$ cat config.mk
export PLATFORM = sky130hd
export DESIGN_NAME = legv8_multicycle_ctrl_flat
export DESIGN_NICKNAME = d
export VERILOG_FILES = /design/src/rtl/legv8_multicycle_ctrl_pkg.sv /design/src/rtl/legv8_multicycle_ctrl_if.sv /design/src/rtl/legv8_multicycle_ctrl_opdecode.sv /design/src/rtl/legv8_multicycle_ctrl.sv /design/src/flat_wrapper.sv
export SDC_FILE = /design/constraint.sdc
export NUM_CORES = 1
export LEC_CHECK = 0
export CORE_MARGIN = 1
export CORE_UTILIZATION = 58
export CTS_BUF_LIST = sky130_fd_sc_hd__clkbuf_8
export DETAILED_ROUTE_END_ITERATION = 12
export DONT_BUFFER_PORTS = 1
export PLACE_DENSITY = 0.74
export SLEW_MARGIN = 0
export SYNTH_ARGS = -nofsm -noshare
export SYNTH_HDL_FRONTEND = slang
export SYNTH_SLANG_ARGS = --single-unit
$ cat constraint.sdc
create_clock -name clk -period 6.6 [get_ports clk]
set_input_delay 1.65 -clock clk [delete_from_list [all_inputs] [get_ports clk]]
set_output_delay 1.65 -clock clk [all_outputs]
set_load 0.02 [all_outputs]
$ cat src/rtl/legv8_multicycle_ctrl_pkg.sv
// Shared definitions for the LEGv8 multicycle control unit.
// Contents:
//   state_e   - control FSM states
//   OP_*      - opcode field values (R/D: instr[31:21], CB: instr[31:24], B: instr[31:26])
//   alu_op_e  - ALU operation codes driven on alu_op
//   IMM_*     - sign-extend format select, shared with the sign-extend unit
//   iclass_e / decode_t - result of the opcode decoder
package legv8_ctrl_pkg;

  typedef enum logic [3:0] {
    S_FETCH,
    S_DECODE,
    S_EXEC_R,
    S_WB_R,
    S_ADDR,
    S_MEM_RD,
    S_MEM_WR,
    S_WB_LD,
    S_BRANCH,
    S_JUMP
  } state_e;

  localparam logic [10:0] OP_ADD  = 11'b100_0101_1000;
  localparam logic [10:0] OP_SUB  = 11'b110_0101_1000;
  localparam logic [10:0] OP_AND  = 11'b100_0101_0000;
  localparam logic [10:0] OP_ORR  = 11'b101_0101_0000;
  localparam logic [10:0] OP_LDUR = 11'b111_1100_0010;
  localparam logic [10:0] OP_STUR = 11'b111_1100_0000;
  localparam logic [7:0]  OP_CBZ  = 8'b1011_0100;
  localparam logic [5:0]  OP_B    = 6'b00_0101;

  typedef enum logic [2:0] {
    ALU_ADD    = 3'b000,
    ALU_SUB    = 3'b001,
    ALU_AND    = 3'b010,
    ALU_ORR    = 3'b011,
    ALU_PASS_B = 3'b100
  } alu_op_e;

  localparam logic [1:0] IMM_B  = 2'b00;
  localparam logic [1:0] IMM_CB = 2'b10;
  localparam logic [1:0] IMM_D  = 2'b11;

  typedef enum logic [2:0] {
    CLS_NONE,
    CLS_R,
    CLS_LDUR,
    CLS_STUR,
    CLS_CBZ,
    CLS_B
  } iclass_e;

  typedef struct packed {
    iclass_e    cls;
    alu_op_e    alu_op;
    logic [1:0] imm_sel;
    logic       legal;
  } decode_t;

endpackage

$ cat src/rtl/legv8_multicycle_ctrl_if.sv
// Memory request/ready handshake between the control unit and the single
// memory port.
//   mem_req      - request valid, held until mem_ready is seen
//   mem_we       - 1 = write (STUR), 0 = read
//   mem_is_fetch - request addresses the PC (instruction fetch)
//   mem_ready    - memory completes the current request this cycle
interface legv8_multicycle_ctrl_if;
  logic mem_req;
  logic mem_we;
  logic mem_is_fetch;
  logic mem_ready;

  modport master (output mem_req, output mem_we, output mem_is_fetch, input mem_ready);
  modport slave  (input mem_req, input mem_we, input mem_is_fetch, output mem_ready);
endinterface

$ cat src/rtl/legv8_multicycle_ctrl_opdecode.sv
// Combinational opcode decoder: classifies the instruction register and
// provides the ALU operation and sign-extend format for it.
//   instr - instruction-register contents
//   dec   - {class, alu_op, imm_sel, legal}
module legv8_opdecode
  import legv8_ctrl_pkg::*;
(
  input  logic [31:0] instr,
  output decode_t     dec
);

  always_comb begin
    // NOTE: every field gets a default first so no path leaves it unassigned (no latch).
    dec.cls     = CLS_NONE;
    dec.alu_op  = ALU_ADD;
    dec.imm_sel = IMM_B;
    dec.legal   = 1'b0;

    // Opcode fields of different widths do not alias each other, so the
    // checks below are mutually exclusive.
    unique case (instr[31:21])
      OP_ADD:  begin dec.cls = CLS_R;    dec.alu_op = ALU_ADD; dec.legal = 1'b1; end
      OP_SUB:  begin dec.cls = CLS_R;    dec.alu_op = ALU_SUB; dec.legal = 1'b1; end
      OP_AND:  begin dec.cls = CLS_R;    dec.alu_op = ALU_AND; dec.legal = 1'b1; end
      OP_ORR:  begin dec.cls = CLS_R;    dec.alu_op = ALU_ORR; dec.legal = 1'b1; end
      OP_LDUR: begin dec.cls = CLS_LDUR; dec.imm_sel = IMM_D;  dec.legal = 1'b1; end
      OP_STUR: begin dec.cls = CLS_STUR; dec.imm_sel = IMM_D;  dec.legal = 1'b1; end
      default: begin
        if (instr[31:24] == OP_CBZ) begin
          dec.cls     = CLS_CBZ;
          dec.alu_op  = ALU_PASS_B;
          dec.imm_sel = IMM_CB;
          dec.legal   = 1'b1;
        end else if (instr[31:26] == OP_B) begin
          dec.cls     = CLS_B;
          dec.imm_sel = IMM_B;
          dec.legal   = 1'b1;
        end
      end
    endcase
  end

endmodule

$ cat src/rtl/legv8_multicycle_ctrl.sv
// Multicycle control FSM for the LEGv8 core. Sequences fetch, decode,
// execute, memory and writeback over a shared ALU and one memory port,
// owns the memory handshake and its timeout.
//   clk, reset   - clock; synchronous active-high reset
//   instr        - instruction-register contents
//   alu_zero     - ALU zero flag, used in S_BRANCH
//   mem          - memory handshake (master side)
//   ir_write, pc_write, pc_src, imm_sel, alu_src, alu_op, reg2loc,
//   reg_write, mem_to_reg - datapath controls
//   illegal, fault - one-cycle error pulses; busy - not idling in S_FETCH
module legv8_multicycle_ctrl
  import legv8_ctrl_pkg::*;
#(
  parameter int MEM_TIMEOUT = 255
) (
  input  logic                           clk,
  input  logic                           reset,
  input  logic [31:0]                    instr,
  input  logic                           alu_zero,
  legv8_multicycle_ctrl_if.master        mem,
  output logic                           ir_write,
  output logic                           pc_write,
  output logic                           pc_src,
  output logic [1:0]                     imm_sel,
  output logic                           alu_src,
  output logic [2:0]                     alu_op,
  output logic                           reg2loc,
  output logic                           reg_write,
  output logic                           mem_to_reg,
  output logic                           illegal,
  output logic                           fault,
  output logic                           busy
);

  localparam int TW = (MEM_TIMEOUT < 2) ? 1 : $clog2(MEM_TIMEOUT + 1);
  localparam logic [TW-1:0] TO_LIMIT = TW'(MEM_TIMEOUT);

  state_e        state_q, state_d;
  logic [TW-1:0] timer_q, timer_d;
  logic [1:0]    imm_sel_q, imm_sel_d;
  decode_t       dec;

  logic mem_req, mem_we, mem_is_fetch;
  logic waiting, timed_out;

  legv8_opdecode u_opdecode (
    .instr (instr),
    .dec   (dec)
  );

  // States that hold a memory request open.
  assign waiting   = (state_q == S_FETCH) || (state_q == S_MEM_RD) || (state_q == S_MEM_WR);
  assign timed_out = (MEM_TIMEOUT != 0) && waiting && (timer_q == TO_LIMIT);

  // State register.
  always_ff @(posedge clk) begin
    // NOTE: sequential state uses non-blocking assignments so every flop samples pre-edge values.
    if (reset) begin
      state_q   <= S_FETCH;
      timer_q   <= '0;
      imm_sel_q <= IMM_B;
    end else begin
      state_q   <= state_d;
      timer_q   <= timer_d;
      imm_sel_q <= imm_sel_d;
    end
  end

  // Next-state logic and wait counter.
  always_comb begin
    state_d = state_q;
    timer_d = '0;
    if (waiting && timed_out) begin
      state_d = S_FETCH;
    end else if (waiting && !mem.mem_ready) begin
      if (MEM_TIMEOUT != 0) timer_d = timer_q + TW'(1);
    end else begin
      unique case (state_q)
        S_FETCH:  state_d = S_DECODE;
        S_DECODE: begin
          unique case (dec.cls)
            CLS_R:              state_d = S_EXEC_R;
            CLS_LDUR, CLS_STUR: state_d = S_ADDR;
            CLS_CBZ:            state_d = S_BRANCH;
            CLS_B:              state_d = S_JUMP;
            default:            state_d = S_FETCH;
          endcase
        end
        S_EXEC_R: state_d = S_WB_R;
        S_ADDR:   state_d = (dec.cls == CLS_STUR) ? S_MEM_WR : S_MEM_RD;
        S_MEM_RD: state_d = S_WB_LD;
        default:  state_d = S_FETCH;
      endcase
    end
  end

  // Output logic. Everything is forced low while reset is asserted so an
  // aborted transaction issues no request or write.
  always_comb begin
    mem_req      = 1'b0;
    mem_we       = 1'b0;
    mem_is_fetch = 1'b0;
    ir_write     = 1'b0;
    pc_write     = 1'b0;
    pc_src       = 1'b0;
    imm_sel_d    = imm_sel_q;
    alu_src      = 1'b0;
    alu_op       = ALU_ADD;
    reg2loc      = 1'b0;
    reg_write    = 1'b0;
    mem_to_reg   = 1'b0;
    illegal      = 1'b0;
    fault        = 1'b0;
    busy         = 1'b0;

    if (reset) begin
      imm_sel_d = IMM_B;
    end else begin
      busy  = (state_q != S_FETCH);
      fault = timed_out;
      unique case (state_q)
        S_FETCH: begin
          mem_req      = !timed_out;
          mem_is_fetch = !timed_out;
          if (!timed_out && mem.mem_ready) begin
            ir_write = 1'b1;
            pc_write = 1'b1;
          end
        end
        S_DECODE: begin
          imm_sel_d = dec.imm_sel;
          // Register read happens here, so Rt must already be selected.
          reg2loc   = (dec.cls == CLS_STUR) || (dec.cls == CLS_CBZ);
          illegal   = !dec.legal;
        end
        S_EXEC_R: alu_op = dec.alu_op;
        S_WB_R:   reg_write = 1'b1;
        S_ADDR: begin
          alu_src   = 1'b1;
          imm_sel_d = IMM_D;
          reg2loc   = (dec.cls == CLS_STUR);
        end
        S_MEM_RD: mem_req = !timed_out;
        S_MEM_WR: begin
          mem_req = !timed_out;
          mem_we  = !timed_out;
        end
        S_WB_LD: begin
          reg_write  = 1'b1;
          mem_to_reg = 1'b1;
        end
        S_BRANCH: begin
          reg2loc   = 1'b1;
          alu_op    = ALU_PASS_B;
          imm_sel_d = IMM_CB;
          pc_write  = alu_zero;
          pc_src    = alu_zero;
        end
        S_JUMP: begin
          imm_sel_d = IMM_B;
          pc_write  = 1'b1;
          pc_src    = 1'b1;
        end
        default: ;
      endcase
    end
  end

  assign imm_sel          = imm_sel_d;
  assign mem.mem_req      = mem_req;
  assign mem.mem_we       = mem_we;
  assign mem.mem_is_fetch = mem_is_fetch;

endmodule

$ cat src/flat_wrapper.sv
// flat-port wrapper written by rule: the top's interface ports become plain ports
module legv8_multicycle_ctrl_flat import legv8_ctrl_pkg::*;
#(
  parameter int MEM_TIMEOUT = 255
)
  (clk, reset, instr, alu_zero, ir_write, pc_write, pc_src, imm_sel, alu_src, alu_op, reg2loc, reg_write, mem_to_reg, illegal, fault, busy, mem_mem_req, mem_mem_we, mem_mem_is_fetch, mem_mem_ready);
  legv8_multicycle_ctrl_if mem_i ();
  input  logic clk;
  input  logic reset;
  input  logic [31:0] instr;
  input  logic alu_zero;
  output logic ir_write;
  output logic pc_write;
  output logic pc_src;
  output logic [1:0] imm_sel;
  output logic alu_src;
  output logic [2:0] alu_op;
  output logic reg2loc;
  output logic reg_write;
  output logic mem_to_reg;
  output logic illegal;
  output logic fault;
  output logic busy;
  output wire logic [$bits(mem_i.mem_req)-1:0] mem_mem_req;
  output wire logic [$bits(mem_i.mem_we)-1:0] mem_mem_we;
  output wire logic [$bits(mem_i.mem_is_fetch)-1:0] mem_mem_is_fetch;
  input wire logic [$bits(mem_i.mem_ready)-1:0] mem_mem_ready;
  assign mem_mem_req = mem_i.mem_req;
  assign mem_mem_we = mem_i.mem_we;
  assign mem_mem_is_fetch = mem_i.mem_is_fetch;
  assign mem_i.mem_ready = mem_mem_ready;
  legv8_multicycle_ctrl #(.MEM_TIMEOUT(MEM_TIMEOUT)) u_core (.clk(clk), .reset(reset), .instr(instr), .alu_zero(alu_zero), .mem(mem_i), .ir_write(ir_write), .pc_write(pc_write), .pc_src(pc_src), .imm_sel(imm_sel), .alu_src(alu_src), .alu_op(alu_op), .reg2loc(reg2loc), .reg_write(reg_write), .mem_to_reg(mem_to_reg), .illegal(illegal), .fault(fault), .busy(busy));
endmodule
### Word level (Yosys, flattened, before mapping)

Index checks and enable logic that the tools add are counted.

| storage, ports and cells | value |
|---|---|
| register bits | 14 |
| input port bits | 36 |
| output and inout port bits | 18 |
| logic and storage cells | 90 |

| operators by class | value |
|---|---|
| add/sub/neg operators | 1 |
| equality and inequality tests | 23 |
| multiplexer cells | 41 |
| bitwise gates (word level) | 1 |
| reduce and logical (&&, ||, !) cells | 21 |

Operators with widths:

| kind | number |
|---|---|
| $eq A11 B11 Y1 const B | 6 |
| $mux W1 | 24 |
| $pmux W4 S5 | 1 |
| $eq A4 B3 Y1 const B | 4 |
| $eq A8 B8 Y1 const B | 2 |
| $pmux W4 S4 | 1 |
| $mux W3 | 5 |
| $pmux W3 S4 | 1 |
| $pmux W3 S3 | 1 |
| $reduce_or A3 Y1 | 3 |
| $add A8 B1 Y8 const B | 1 |
| $eq A4 B2 Y1 const B | 2 |
| $eq A4 B4 Y1 const B | 2 |
| $pmux W2 S4 | 1 |
| $reduce_or A2 Y1 | 4 |
| $eq A3 B2 Y1 const B | 2 |
| $eq A3 B3 Y1 const B | 2 |
| $eq A6 B3 Y1 const B | 1 |
| $pmux W1 S3 | 2 |
| $pmux W3 S2 | 1 |
| $reduce_or A6 Y1 | 1 |
| $eq A4 B1 Y1 const B | 1 |
| $logic_and A1 B1 Y1 | 4 |
| $logic_not A4 Y1 | 1 |
| 9 further kinds | 14 |

### Logic depth before layout (Yosys ltp)

Gate-level depths: netlist of the first run.

| logic depth | value |
|---|---|
| word-level depth | 9 |
| depth in mapped cells | 7 |
| mapped depth without buffers | 6 |

### By module

Synthesis of the first run repeated with hierarchy kept, for this count alone.

| second synthesis, totals | value |
|---|---|
| cells, all modules | 153 |
| area total of the unflattened synthesis | 1178.6 sq um |

By module, submodules not included:

| module | instances | cells an instance | area an instance (sq um) | sequential area each (sq um) |
|---|---|---|---|---|
| legv8_multicycle_ctrl | 1 | 129 | 994.7 | 280.3 |
| legv8_opdecode | 1 | 24 | 183.9 | 0.0 |

### Worst setup path after synthesis of the first run

OpenSTA, ideal clock, no wires.

| path | value |
|---|---|
| path type | in2out |
| start | in instr[24] |
| end | out alu_op[2] |
| data arrival time | 3.406 ns |
| required time | 4.950 ns |
| slack | 1.544 ns |
| stages | 4 |
| buffers on the path | 0 |
| cell sequence | nor3b_1 -> and2_1 -> nand4b_1 -> a2111oi_0 |

| on the way | value |
|---|---|
| word-level cells in the longest chain between the ends | 5 |
| elaborated cells between the ends (all ways) | 12 |
| those cells by class | eq/ne: 7; mux: 4; reduce/logical: 1 |

RTL lines:

| element | line | RTL |
|---|---|---|
| start, declared | flat_wrapper.sv:10 | `input logic [31:0] instr;` |
| $eq A11 B11 Y1 / $eq A8 B8 Y1 (equally long branches) | legv8_multicycle_ctrl_opdecode.sv:21, legv8_multicycle_ctrl_opdecode.sv:29 |  |
| $reduce_or A3 Y1 (no line) / $mux W3 (equally long branches) | - |  |
| $pmux W3 S4 (*) | legv8_multicycle_ctrl_opdecode.sv:21 | `unique case (instr[31:21])` |
| $pmux W3 S2 (*) | legv8_multicycle_ctrl.sv:121 | `unique case (state_q)` |
| $mux W3 (*) | legv8_multicycle_ctrl.sv:116 | `if (reset) begin` |
| end, declared | flat_wrapper.sv:17 | `output logic [2:0] alu_op;` |

Mark *: on every way between the ends. The rest lies on a longest branch, timed or not.

### Final worst setup path of the first run

| path | value |
|---|---|
| start | in instr[21] |
| end | out reg2loc |

| on the way | value |
|---|---|
| word-level cells in the longest chain between the ends | 7 |
| elaborated cells between the ends (all ways) | 13 |
| those cells by class | eq/ne: 8; mux: 3; reduce/logical: 2 |

RTL lines:

| element | line | RTL |
|---|---|---|
| $eq A11 B11 Y1 | legv8_multicycle_ctrl_opdecode.sv:21 |  |
| $reduce_or A4 Y1 (no line) | - |  |
| $pmux W3 S3 (*) | legv8_multicycle_ctrl_opdecode.sv:21 |  |
| $eq A3 B2 Y1 / $eq A3 B3 Y1 (equally long branches) | legv8_multicycle_ctrl.sv:133, legv8_multicycle_ctrl.sv:141 |  |
| $logic_or A1 B1 Y1 | legv8_multicycle_ctrl.sv:133 | `reg2loc = (dec.cls == CLS_STUR) \|\| (dec.cls == CLS_CBZ);` |
| $pmux W1 S3 (*) | legv8_multicycle_ctrl.sv:121 |  |
| $mux W1 (*) | legv8_multicycle_ctrl.sv:116 |  |
| end, declared | flat_wrapper.sv:18 | `output logic reg2loc;` |

Marked as above.

==> metrics, run 1 <==
status=finished clean; clock sink count=14; Non-Filler Instances=178; Req. time, crit path=4.95 ns; Setup crit start kind=input pin; register area share after synthesis=25.2%; clock network fraction of design power=44.1%; Final setup viols=0; skew final=0.00606 ns; GPL Wtd Cong=0.815; number of enable flip-flop cells after synthesis=0; critical path class=input pin to output pin; Global Route Usage Sum=26.4%; post-cts sizing count=0; router iterations before antenna repair=4; crit-path cells=nor4b_2, nand4_1, nor3_1, a31oi_1, o21ai_0; Die Span Y=45.8 um; syn_nets=195; Placed Cells=174; first-pass GRT wire length=4010 um; PwrDens=167 nW/um^2; CTS clk-pin slew, worst paths=0.06 ns; core area=1760 um^2; number of port buffers=0; Reg area=280 um^2; area grow syn2layout=4.73%; Int Power=0.146 mW; H-tree Lvls=1; DRC Markers=0; RSZ-0062 raised after global routing=false; synthesized area=1110 um^2; YS warnings=0; CTS Hold Buffers Added=0; vias in the first global route=934; Starting Density=63.0%; antenna violations before repair=0; Syn Inst Count=158; Die ar.=2090 um^2; minimum clock period=4.98 ns; CP max stage delay=0.58 ns; area of the multi-input gates=786 um^2; Routed WL per cell=14.5 um; fill cell total of the finished layout=195; achievable frequency=201 MHz; remaining global-route overflow=0; asr flop ratio synth=0%; Worst Hold Class=flop to flop; Util after Layout=66.0%; Main synth FF type=dfxtp_1; CP arrival=3.33 ns; TritonCTS clock tree=yes; diode count=0; crit share post-route=75.5%; total of max-cap violations=0; DP HPWL=1890 um; #FFs+latches synth=14; clk root buf=clkbuf_8; Switching Share=24.8%; sw power=0.0483 mW; slowest CP cell=o21ai_0; io pins=54; critical path capture point type=output pin; leakage power=0.389 nW; CTS max path bufs=2; post-route setup TNS=0 ns; CTS buffer count=3; sequential share of power=45.5%; Slew Viols, Final=0; WL final=2580 um; worst-path fanout max=6; endpoints failing hold=0; Slew HR=20.4%; Mean Syn Cell Area=7.03 um^2; Comb pwr share=10.4%; Layout Nets=191; Tightest Pin Transition=1.18 ns; DR vias=1128; maximum VDD drop=0.134 mV; # rows=15; initial DRC count=31; Die X=45.8 um; layout cells sized above 1=7.84%; ANT nets after route=0; pin count of the biggest net entering global routing=23; worst skew pair latency=0.25 ns; Post-CTS Setup Bufs=0; Synth cell types=45; Vias/cell=6.34
-- area by class of cell --
class,count,share of cell area (%)
multi-input cells,132,67.5
flip-flops and latches,14,24.1
clock buffers,4,4.73
well taps,25,2.69
inverters,3,0.968
-- cell usage after synthesis (2+ instances only) --
master     n  share of area [%]
nand4_1    2                1.1
nand3b_1   2                1.4
nor4_1     4                2.3
nand3_1    8                3.6
nand2_1   11                3.7
nor2_1    31                 10
a21oi_1    8                3.6
and2_1     2                1.1
o21bai_1   2                1.4
nor3_1     8                3.6
nor2b_1    2                1.1
xnor2_1    3                2.4
xor2_1     5                3.9
clkbuf_1   8                2.7
nand2b_1   3                1.7
and3_1     2                1.1
o21ai_0    8                3.6
inv_1      3                1.0
mux2i_1    2                1.8
a21o_1     2                1.4
dfxtp_1   14                 25
a31oi_1    5                2.8
-- worst max-delay path: cells and delay by family --
family,cells,cell delay [ns]
AO/OA/AOI/OAI,2,0.66
AND/OR/NAND/NOR,3,1.03
-- state kept, by name, indices dropped and copies added (netlist names) --
register,count
u_core.imm_sel_q,2
u_core.state_q,4
u_core.timer_q,8
-- final timing paths --
kind | from | slack, ns | to | cells past startpoint
worst max-delay path | instr[21] | 1.62 | reg2loc | 5
worst min-delay path | u_core.timer_q[0] | 0.46 | u_core.timer_q[0] | 1
worst max register to register | u_core.state_q[0] | 4.53 | u_core.state_q[2] | 4
worst min register to register | u_core.timer_q[0] | 0.46 | u_core.timer_q[0] | 1
-- stage by stage --
step                      area (um^2)  hold slack [ns]  power, mW  worst slack [ns]
after floorplan                  1110            0.430      0.109              1.54
after global placement           1110            0.446      0.110              1.65
after detailed placement         1110            0.453      0.111              1.63
after CTS                        1160            0.467      0.196              1.62
after global routing             1160            0.484      0.202              1.43
final                            1160            0.459      0.195              1.62
-- metal layers --
| metal | part of all wire [%] | routed length, um | track usage (%) | up-vias |
|---|---|---|---|---|
| li1 | - | - | - | 561 |
| met1 | 48 | 1230 | 35.6 | 535 |
| met2 | 47 | 1220 | 41.4 | 30 |
| met3 | 4.6 | 120 | 6.75 | 2 |
| met4 | 0.39 | 10 | 7.65 | 0 |
| met5 | 0 | 0 | 0 | - |
-- power groups by stage --
stage	clock, mW	combinational (mW)	sequential [mW]
5_1_grt	0.0901	0.0230	0.0888
2_1_floorplan	0	0.0208	0.0885
3_5_place_dp	0	0.0203	0.0903
6_report	0.0858	0.0203	0.0885
3_3_place_gp	0	0.0199	0.0902
4_1_cts	0.0873	0.0204	0.0884
-- logic make-up (layout without fill, tap and decap cells) --
logic type               count (synthesis)  in the layout  synth area share (%)
AO/OA/AOI/OAI                           34             34                  20.0
XOR/XNOR                                 8              8                  6.31
adder cells (fa/ha/maj)                  1              1                  1.13
buffers and inverters                   12              7                  4.17
flip-flops                              14             14                  25.2
multiplexers                             2              2                  1.80
AND/OR/NAND/NOR                         87             87                  41.3
-- layout by cell type (no fill, tap or decap), drive strengths merged, types with 3 or more instances in the layout --
| cell type | instances |
|---|---|
| a31oi | 5 |
| o21ai | 8 |
| clkbuf | 4 |
| nand2b | 3 |
| dfxtp | 14 |
| a21oi | 8 |
| nor4 | 4 |
| and2 | 3 |
| nor2 | 31 |
| nand3 | 8 |
| inv | 3 |
| xnor2 | 3 |
| nand2 | 11 |
| o21bai | 3 |
| nor3 | 8 |
| xor2 | 5 |
(Power assumes the default switching activity.)
==> run 2: changes to the inputs <==
Settings changed: PLACE_DENSITY 0.74 to 0.76.
Clock period 6.6 ns to 4.54 ns, I/O delays scaled along.
==> metrics, run 2 (same netlist as run 1, synthesis figures left out) <==
crit share post-route=82.8%; Layout Nets=194; post-route setup TNS=0 ns; largest reg by FF count=u_core.timer_q; DRC Markers=0; Switching Share=24.9%; worst-path fanout max=6; Vias/cell=6.33; Die ar.=2090 um^2; WL final=2680 um; TritonCTS clock tree=yes; clock network fraction of design power=44.1%; Non-Filler Instances=181; worst skew pair latency=0.25 ns; Int Power=0.213 mW; Comb pwr share=10.6%; Req. time, crit path=3.40 ns; remaining global-route overflow=0; achievable frequency=266 MHz; post-cts sizing count=0; DP HPWL=1940 um; antenna violations before repair=0; area grow syn2layout=6.76%; placed cell area=1130 um^2; Worst Hold Class=flop to flop; Post-CTS Setup Bufs=0; router iterations before antenna repair=5; io pins=54; critical path class=input pin to output pin; slowest CP cell=nor4b_2; Final setup viols=0; CTS buffer count=3; most common cell after layout, fill and taps aside=nor2_1; Tightest Pin Transition=0.887 ns; diode count=0; Global Route Usage Sum=26.9%; pin count of the biggest net entering global routing=23; maximum VDD drop=0.204 mV; Slew Viols, Final=0; Routed WL per cell=14.8 um; leakage power=0.405 nW; Largest register FFs=8; RSZ-0062 raised after global routing=false; CP arrival=2.62 ns; area of the multi-input gates=786 um^2; final design instance area without fill=1190 um^2; crit-path cells=nor4b_2, nand4_1, nor3_1, a31oi_1, o21ai_0, buf_4; H-tree Lvls=1; sw power=0.0707 mW; endpoints failing hold=0; skew final=0.00153 ns; critical path capture point type=output pin; Placed Cells=177; Slew HR=40.3%; layout cells sized above 1=9.62%; sequential share of power=45.4%; PwrDens=239 nW/um^2; Setup crit start kind=input pin; DR vias=1145; fill cell total of the finished layout=178; minimum clock period=3.76 ns; clock sink count=14; GPL Wtd Cong=0.832; CTS max path bufs=2; status=finished clean; CTS Hold Buffers Added=0; Largest regs=u_core.timer_q: 8 flops, u_core.state_q: 4 flops, u_core.imm_sel_q: 2 flops; Die X=45.8 um; initial DRC count=30; ANT nets after route=0; clk root buf=clkbuf_8; number of port buffers=0; CTS clk-pin slew, worst paths=0.06 ns; # rows=15; total of max-cap violations=0; highest-count cells in the layout ignoring fill and taps=nor2_1, dfxtp_1, nand2_1; Reg area=280 um^2; first-pass GRT wire length=4080 um; Die Span Y=45.8 um; Starting Density=63.0%; vias in the first global route=1008; CP max stage delay=0.39 ns; core area=1760 um^2
run 2: changes by cell type in the layout (fill, tap and decap cells not counted), sizes merged:
cell,previous run,this run
buf,0,3
run 2: final timing paths:
check / startpoint / end / slack, ns / cells past startpoint
worst min register to register: u_core.timer_q[0] / u_core.timer_q[0] / 0.46 / 1
worst max register to register: u_core.state_q[2] / u_core.state_q[2] / 2.47 / 5
worst max-delay path: instr[21] / reg2loc / 0.78 / 6
worst min-delay path: u_core.timer_q[0] / u_core.timer_q[0] / 0.46 / 1
run 2: area by class of cell:
| cell class | instances | share of cell area (%) |
|---|---|---|
| tap | 25 | 2.64 |
| timing repair buffer | 3 | 1.90 |
| inverter | 3 | 0.949 |
| clock buffer | 4 | 4.64 |
| multi-input combinational | 132 | 66.2 |
| sequential | 14 | 23.6 |
run 2: per-layer routing:
metal | track usage (%) | part of all wire (%)
met3 | 5.16 | 7.6
met1 | 33.5 | 46
met4 | 11.8 | 1.2
met5 | 0 | 0
met2 | 44.9 | 46
run 2: critical path, delay by kind of cell:
kind	cells	cell delay, ns
buf+inv	1	0.18
compound gates	2	0.28
simple gates	3	1.04
run 2: stage by stage:
| step | total power [mW] | worst slack (ns) | util, % | hold WS (ns) |
|---|---|---|---|---|
| after global routing | 0.293 | 0.636 | 67.2 | 0.485 |
| after detailed placement | 0.161 | 0.801 | 64.1 | 0.454 |
| after CTS | 0.285 | 0.799 | 67.2 | 0.468 |
| after global placement | 0.160 | 0.814 | 64.1 | 0.445 |
| after floorplan | 0.159 | 0.514 | - | 0.430 |
| final | 0.284 | 0.781 | 67.2 | 0.462 |
run 2: power groups by stage:
stage | Clock, mW | Sequential (mW) | Combinational (mW)
after floorplan | 0 | 0.129 | 0.0303
after global placement | 0 | 0.131 | 0.0289
after detailed placement | 0 | 0.131 | 0.0299
after CTS | 0.127 | 0.128 | 0.0299
after global routing | 0.130 | 0.129 | 0.0336
final | 0.125 | 0.129 | 0.0300
